[src/rtl/multicycle_control_pkg.sv]
// Shared definitions for the multi-cycle MIPS main control FSM.
// Holds the opcode values decoded by the controller, the ALUOp codes handed
// to the ALU control decoder, the PCSrc / ALUSrcB mux select codes and the
// 4-bit state encoding of the control FSM.
package multicycle_control_pkg;

    // Opcodes (IR[31:26]) understood by the controller
    localparam logic [5:0] OP_RTYPE = 6'b000000;
    localparam logic [5:0] OP_LW    = 6'b100011;
    localparam logic [5:0] OP_SW    = 6'b101011;
    localparam logic [5:0] OP_BEQ   = 6'b000100;
    localparam logic [5:0] OP_J     = 6'b000010;
    localparam logic [5:0] OP_ADDI  = 6'b001000;

    // ALUOp codes consumed by the ALU control decoder
    localparam logic [1:0] ALUOP_ADD   = 2'b00;
    localparam logic [1:0] ALUOP_SUB   = 2'b01;
    localparam logic [1:0] ALUOP_FUNCT = 2'b10;

    // PC source select
    localparam logic [1:0] PCSRC_ALU    = 2'b00;
    localparam logic [1:0] PCSRC_ALUOUT = 2'b01;
    localparam logic [1:0] PCSRC_JUMP   = 2'b10;

    // ALU operand B select
    localparam logic [1:0] SRCB_REGB   = 2'b00;
    localparam logic [1:0] SRCB_FOUR   = 2'b01;
    localparam logic [1:0] SRCB_IMM    = 2'b10;
    localparam logic [1:0] SRCB_IMMSH2 = 2'b11;

    // Control FSM states; encodings 13..15 are unused and recover to FETCH
    typedef enum logic [3:0] {
        S_FETCH  = 4'd0,
        S_DECODE = 4'd1,
        S_MEMADR = 4'd2,
        S_MEMRD  = 4'd3,
        S_MEMWB  = 4'd4,
        S_MEMWR  = 4'd5,
        S_EXEC   = 4'd6,
        S_ALUWB  = 4'd7,
        S_BRANCH = 4'd8,
        S_JUMP   = 4'd9,
        S_ADDIEX = 4'd10,
        S_ADDIWB = 4'd11,
        S_TRAP   = 4'd12
    } state_e;

endpackage

[src/rtl/multicycle_control.sv]
// Main control FSM of the multi-cycle MIPS datapath.
// Sequences fetch / decode / execute / memory / writeback per opcode, stalls
// on a req/ready memory handshake and counts retired instructions.
// Ports:
//   clk_i          clock, rising edge
//   rst_ni         asynchronous active-low reset
//   opcode_i       IR[31:26], valid from DECODE onward
//   zero_i         ALU zero flag (branch decision)
//   memReady_i     memory completes the current request this cycle
//   memReq_o       memory request, held until memReady_i
//   memWrite_o     store qualifier for memReq_o
//   iorD_o         0 = address from PC, 1 = from ALUOut
//   irWrite_o      instruction register load
//   pcEn_o         PC write enable
//   pcSrc_o        PC source select
//   aluSrcA_o      0 = PC, 1 = regA
//   aluSrcB_o      ALU operand B select
//   aluOp_o        ALUOp code for the ALU control decoder
//   regDst_o       0 = rt, 1 = rd
//   memtoReg_o     0 = ALUOut, 1 = MDR
//   regWrite_o     register file write enable
//   illegalOp_o    one-cycle pulse on an unsupported opcode
//   instrCount_o   retired instruction count, wraps modulo 2^CNT_W
module multicycle_control
    import multicycle_control_pkg::*;
#(
    parameter int CNT_W = 16
) (
    input  logic             clk_i,
    input  logic             rst_ni,
    input  logic [5:0]       opcode_i,
    input  logic             zero_i,
    input  logic             memReady_i,
    output logic             memReq_o,
    output logic             memWrite_o,
    output logic             iorD_o,
    output logic             irWrite_o,
    output logic             pcEn_o,
    output logic [1:0]       pcSrc_o,
    output logic             aluSrcA_o,
    output logic [1:0]       aluSrcB_o,
    output logic [1:0]       aluOp_o,
    output logic             regDst_o,
    output logic             memtoReg_o,
    output logic             regWrite_o,
    output logic             illegalOp_o,
    output logic [CNT_W-1:0] instrCount_o
);

    state_e            state_q, state_d;
    logic [CNT_W-1:0]  instrCount_q, instrCount_d;
    logic              retire;

    // State and retired-instruction counter registers; reset returns the
    // controller to FETCH and clears the count.
    always_ff @(posedge clk_i or negedge rst_ni) begin
        if (!rst_ni) begin
            state_q      <= S_FETCH;
            instrCount_q <= '0;
        end else begin
            state_q      <= state_d;
            instrCount_q <= instrCount_d;
        end
    end

    // Next-state and output decode. Outputs are Moore except PCEn/IRWrite,
    // which are qualified by memReady_i in FETCH and by zero_i in BRANCH.
    // All outputs are forced low while reset is held so an in-flight memory
    // request is dropped immediately rather than at the next clock edge.
    always_comb begin
        state_d     = state_q;
        retire      = 1'b0;
        memReq_o    = 1'b0;
        memWrite_o  = 1'b0;
        iorD_o      = 1'b0;
        irWrite_o   = 1'b0;
        pcEn_o      = 1'b0;
        pcSrc_o     = PCSRC_ALU;
        aluSrcA_o   = 1'b0;
        aluSrcB_o   = SRCB_REGB;
        aluOp_o     = ALUOP_ADD;
        regDst_o    = 1'b0;
        memtoReg_o  = 1'b0;
        regWrite_o  = 1'b0;
        illegalOp_o = 1'b0;

        case (state_q)
            S_FETCH: begin
                memReq_o  = 1'b1;
                aluSrcB_o = SRCB_FOUR;
                irWrite_o = memReady_i;
                pcEn_o    = memReady_i;
                if (memReady_i) state_d = S_DECODE;
            end
            S_DECODE: begin
                // Precompute the branch target into ALUOut
                aluSrcB_o = SRCB_IMMSH2;
                case (opcode_i)
                    OP_LW, OP_SW: state_d = S_MEMADR;
                    OP_RTYPE:     state_d = S_EXEC;
                    OP_BEQ:       state_d = S_BRANCH;
                    OP_J:         state_d = S_JUMP;
                    OP_ADDI:      state_d = S_ADDIEX;
                    default:      state_d = S_TRAP;
                endcase
            end
            S_MEMADR: begin
                aluSrcA_o = 1'b1;
                aluSrcB_o = SRCB_IMM;
                if (opcode_i == OP_LW)      state_d = S_MEMRD;
                else if (opcode_i == OP_SW) state_d = S_MEMWR;
                else                        state_d = S_FETCH;
            end
            S_MEMRD: begin
                memReq_o = 1'b1;
                iorD_o   = 1'b1;
                if (memReady_i) state_d = S_MEMWB;
            end
            S_MEMWB: begin
                memtoReg_o = 1'b1;
                regWrite_o = 1'b1;
                retire     = 1'b1;
                state_d    = S_FETCH;
            end
            S_MEMWR: begin
                memReq_o   = 1'b1;
                memWrite_o = 1'b1;
                iorD_o     = 1'b1;
                if (memReady_i) begin
                    retire  = 1'b1;
                    state_d = S_FETCH;
                end
            end
            S_EXEC: begin
                aluSrcA_o = 1'b1;
                aluOp_o   = ALUOP_FUNCT;
                state_d   = S_ALUWB;
            end
            S_ALUWB: begin
                regDst_o   = 1'b1;
                regWrite_o = 1'b1;
                retire     = 1'b1;
                state_d    = S_FETCH;
            end
            S_BRANCH: begin
                aluSrcA_o = 1'b1;
                aluOp_o   = ALUOP_SUB;
                pcSrc_o   = PCSRC_ALUOUT;
                pcEn_o    = zero_i;
                retire    = 1'b1;
                state_d   = S_FETCH;
            end
            S_JUMP: begin
                pcSrc_o = PCSRC_JUMP;
                pcEn_o  = 1'b1;
                retire  = 1'b1;
                state_d = S_FETCH;
            end
            S_ADDIEX: begin
                aluSrcA_o = 1'b1;
                aluSrcB_o = SRCB_IMM;
                state_d   = S_ADDIWB;
            end
            S_ADDIWB: begin
                regWrite_o = 1'b1;
                retire     = 1'b1;
                state_d    = S_FETCH;
            end
            S_TRAP: begin
                illegalOp_o = 1'b1;
                state_d     = S_FETCH;
            end
            default: begin
                state_d = S_FETCH;
            end
        endcase

        if (!rst_ni) begin
            retire      = 1'b0;
            memReq_o    = 1'b0;
            memWrite_o  = 1'b0;
            iorD_o      = 1'b0;
            irWrite_o   = 1'b0;
            pcEn_o      = 1'b0;
            pcSrc_o     = PCSRC_ALU;
            aluSrcA_o   = 1'b0;
            aluSrcB_o   = SRCB_REGB;
            aluOp_o     = ALUOP_ADD;
            regDst_o    = 1'b0;
            memtoReg_o  = 1'b0;
            regWrite_o  = 1'b0;
            illegalOp_o = 1'b0;
        end
    end

    // Counter advances on the edge that leaves a retiring state
    always_comb begin
        instrCount_d = instrCount_q;
        if (retire) instrCount_d = instrCount_q + CNT_W'(1);
    end

    assign instrCount_o = instrCount_q;

endmodule

[config.mk]
export PLATFORM = sky130hd
export DESIGN_NAME = multicycle_control
export DESIGN_NICKNAME = d
export VERILOG_FILES = /design/src/rtl/multicycle_control_pkg.sv /design/src/rtl/multicycle_control.sv
export SDC_FILE = /design/constraint.sdc
export NUM_CORES = 1
export LEC_CHECK = 0
export BUFFER_PORTS_ARGS = -buffer_cell sky130_fd_sc_hd__buf_2
export CORE_ASPECT_RATIO = 0.8
export CORE_UTILIZATION = 25
export DETAILED_ROUTE_END_ITERATION = 7
export PLACE_DENSITY = 0.56
export SLEW_MARGIN = 30
export SYNTH_ARGS = -nofsm -noshare
export SYNTH_HDL_FRONTEND = slang
export SYNTH_SLANG_ARGS = --single-unit
[constraint.sdc]
create_clock -name clk_i -period 2.55 [get_ports clk_i]
set_input_delay 0.1275 -clock clk_i [delete_from_list [all_inputs] [get_ports clk_i]]
set_output_delay 0.1275 -clock clk_i [all_outputs]
set_load 0.01 [all_outputs]
==> results.ini <==
[synthesis]
synth_edf_count=0
synthMuxAreaShare_pct=1.09
async_flop_share_pct=100
synthSimpleGateAreaFrac_pct=34.7
yosysTopAreaCellShare_pct=36.4
synth_top_family_by_area=simple AND/OR/NAND/NOR gates
post-synth-top-count-cell=dfrtp_1
synthCells=157
synth_adder_area_share_pct=0.910
synth_cell_types=39
synthXorXnorAreaFrac_pct=10.8
post-synth-top-area-cell=dfrtp_1
synth_common_cells=dfrtp_1, nand2_1, nor3_1, nor2_1, xor2_1
yosysWarnings=0
synth_area_leaders=dfrtp_1, xor2_1, xnor2_1, nor3b_1, nand2_1
avgSynthCellArea_um2=8.76
synth_compound_area_share_pct=12.7
synth_area_um2=1380
syn-num-nets=168
synth_seq_cells=20
synth_ff_type=dfrtp_1
ys_seq_area_share_pct=36.4

[sta]
fin_crit_sh_pct=76.7
slew_headroom_pct=57.2
fmax_ghz=0.511
rsz0062_at_grt=no
hold_viol=0
tns_ps=0
clock_skew_ps=2.87
setup_viol=0
whs_ps=232
worst-slew-pin-transition_ps=642
finalMaxSlewViolations=0
period_needed_ps=1960

[flow_run]
drv_cap=0

[die]
die_h_um=68.3
rows=23
die_w_um=84.9
dieArea_um2=5800
start_util_pct=26.7
design.core.area_um2=5150
ios=42

[finish]
final_util_pct=33.4
layout-drive-gt1-share_pct=27.8
diodes=0
seq_area_um2=500
num-nets-final=210
multi_input_area_um2=828
syn_to_final_growth_pct=25.3
design_area_um2=1720
n_fill_cell=548

[clocking]
cts_buffers=3
insertion_delay_ps=260
htree_levels=1
clk_pin_slew_ps=70
clock_path_buffers=2
root_buffer=clkbuf_8
cts.sinks=20
cts_tree=done
cts_resized=0

[global_route]
grt_pass1_vias=1215
grt_pass1_wl_um=5890
grt-ovfl-total=0
grt_usage_pct=12.9
grt_max_degree=20
antenna_found_initial=0

[power_and_ir_drop]
peakVddDrop_mv=0.371
power_frac_clock_pct=22.7
powerDensity_nw_per_um2=814
power_frac_comb_pct=38.8
p_sw_share_pct=40.9
total_leakage_power_nw=0.813
p_sw_mw=0.574
power.share.sequential_pct=38.5
internal_power_mw=0.829

[worst_setup_path]
end_kind=primary output
crit_chain=nor2b_1 -> nand2_1 -> nor3_1 -> buf_2
cp_slowest_stage_delay_ps=760
slowest_stage=dfrtp_1
crit_family=flip-flops
cp-start-kind=flop
required_ps=2420
criticalPathCategory=reg2out
worstPathArrival_ps=1830
crit_buf_inv=1
worstPathMaxFanout=19

[detailed_routing]
vias=1307
drc=3
drt-initial-drc-count=60
drt-wirelength-per-cell_um=13.8
drtPass1Iterations=7
via_per_inst=5.03
top_layer=met4
routed_wl_um=3580
wl_met3_um=193
wl_met2_um=1440
met1_length_um=1930
antenna_left=0

[min_path]
min_path_type=in2reg

[place]
gp_congestion=0.782
io_buffers=41
dp_hpwl_um=2670
placed_area_um2=1640

[outcome]
outcome=complete, but fails checks
violations=DRC

## power groups by stage
stage	Clock [mW]	Combinational, mW	Sequential [mW]
6_report	0.318	0.544	0.540
5_1_grt	0.340	0.607	0.564
4_1_cts	0.330	0.549	0.540
3_5_place_dp	0	0.543	0.545
3_3_place_gp	0	0.538	0.545
2_1_floorplan	0	0.439	0.454
## stage by stage
step	total power [mW]	instances	setup WS, ps
finish	1.40	260	594
global route	1.51	260	357
CTS	1.42	260	574
detailed placement	1.09	255	640
global placement	1.08	255	663
floorplan	0.893	157	991
## logic make-up (layout without fill, tap and decap cells)
logic type	count (synthesis)	count (layout)
mux	1	1
buf+inv	10	51
flops	20	20
simple gates	85	85
compound gates	23	23
xor+xnor	17	17
fa+ha+maj	1	1
## state kept, by name, summed over array words and instances (netlist names)
name          flops
state_q           4
instrCount_o     16
## path summary, 6_finish.rpt
check / from / endpoint / slack [ps] / depth (start not counted)
setup / recovery: state_q[2] / memtoReg_o / 590 / 4
hold / removal: opcode_i[2] / state_q[2] / 230 / 3
min in group asynchronous: rst_ni / instrCount_o[8] / 280 / 2
hold reg to reg: instrCount_o[15] / instrCount_o[15] / 480 / 1
max in group asynchronous: rst_ni / state_q[2] / 1740 / 3
setup reg to reg: state_q[0] / instrCount_o[1] / 610 / 4
## tightest hold or removal path, cell delays in order
cell and delay, ps:
buf_2 140, o31ai_1 90, o311ai_0 90
## final cells by class
type	instances	area share [%]
Clock inverter	1	1.74
Inverter	2	0.436
Sequential cell	20	29.0
Timing Repair Buffer	45	13.8
Tap cell	62	4.50
Clock buffer	3	2.40
Multi-Input combinational cell	127	48.1
## layout by cell type, fill, tap and decap left out, drive strengths merged, types with 2 or more instances in the layout
cell type and n:
nor2 11, nor2b 6, nand2b 2, nand4 5, o311ai 3, and4 3, xor2 10, nor4 7
buf 44, nand3 10, nor3 11, o211ai 2, o31ai 3, xnor2 7, a21oi 6, nand2 15
dfrtp 20, and3 2, inv 2, a2111oi 2, nor3b 8, clkbuf 3, a211oi 2
## timing repair
action	CTS	global route
buffers inserted	0	0
hold buffers	1	0
endpoints found under the hold margin	6	0
setup endpoints to repair	0	0
## metal layers
metal / global-route usage, % / vias to the layer above
li1: - / 666
met1: 19.4 / 605
met2: 18.7 / 34
met3: 3.62 / 2
met4: 1.27 / 0
met5: 0 / -
Note: power is estimated with default switching activity, not from simulation.
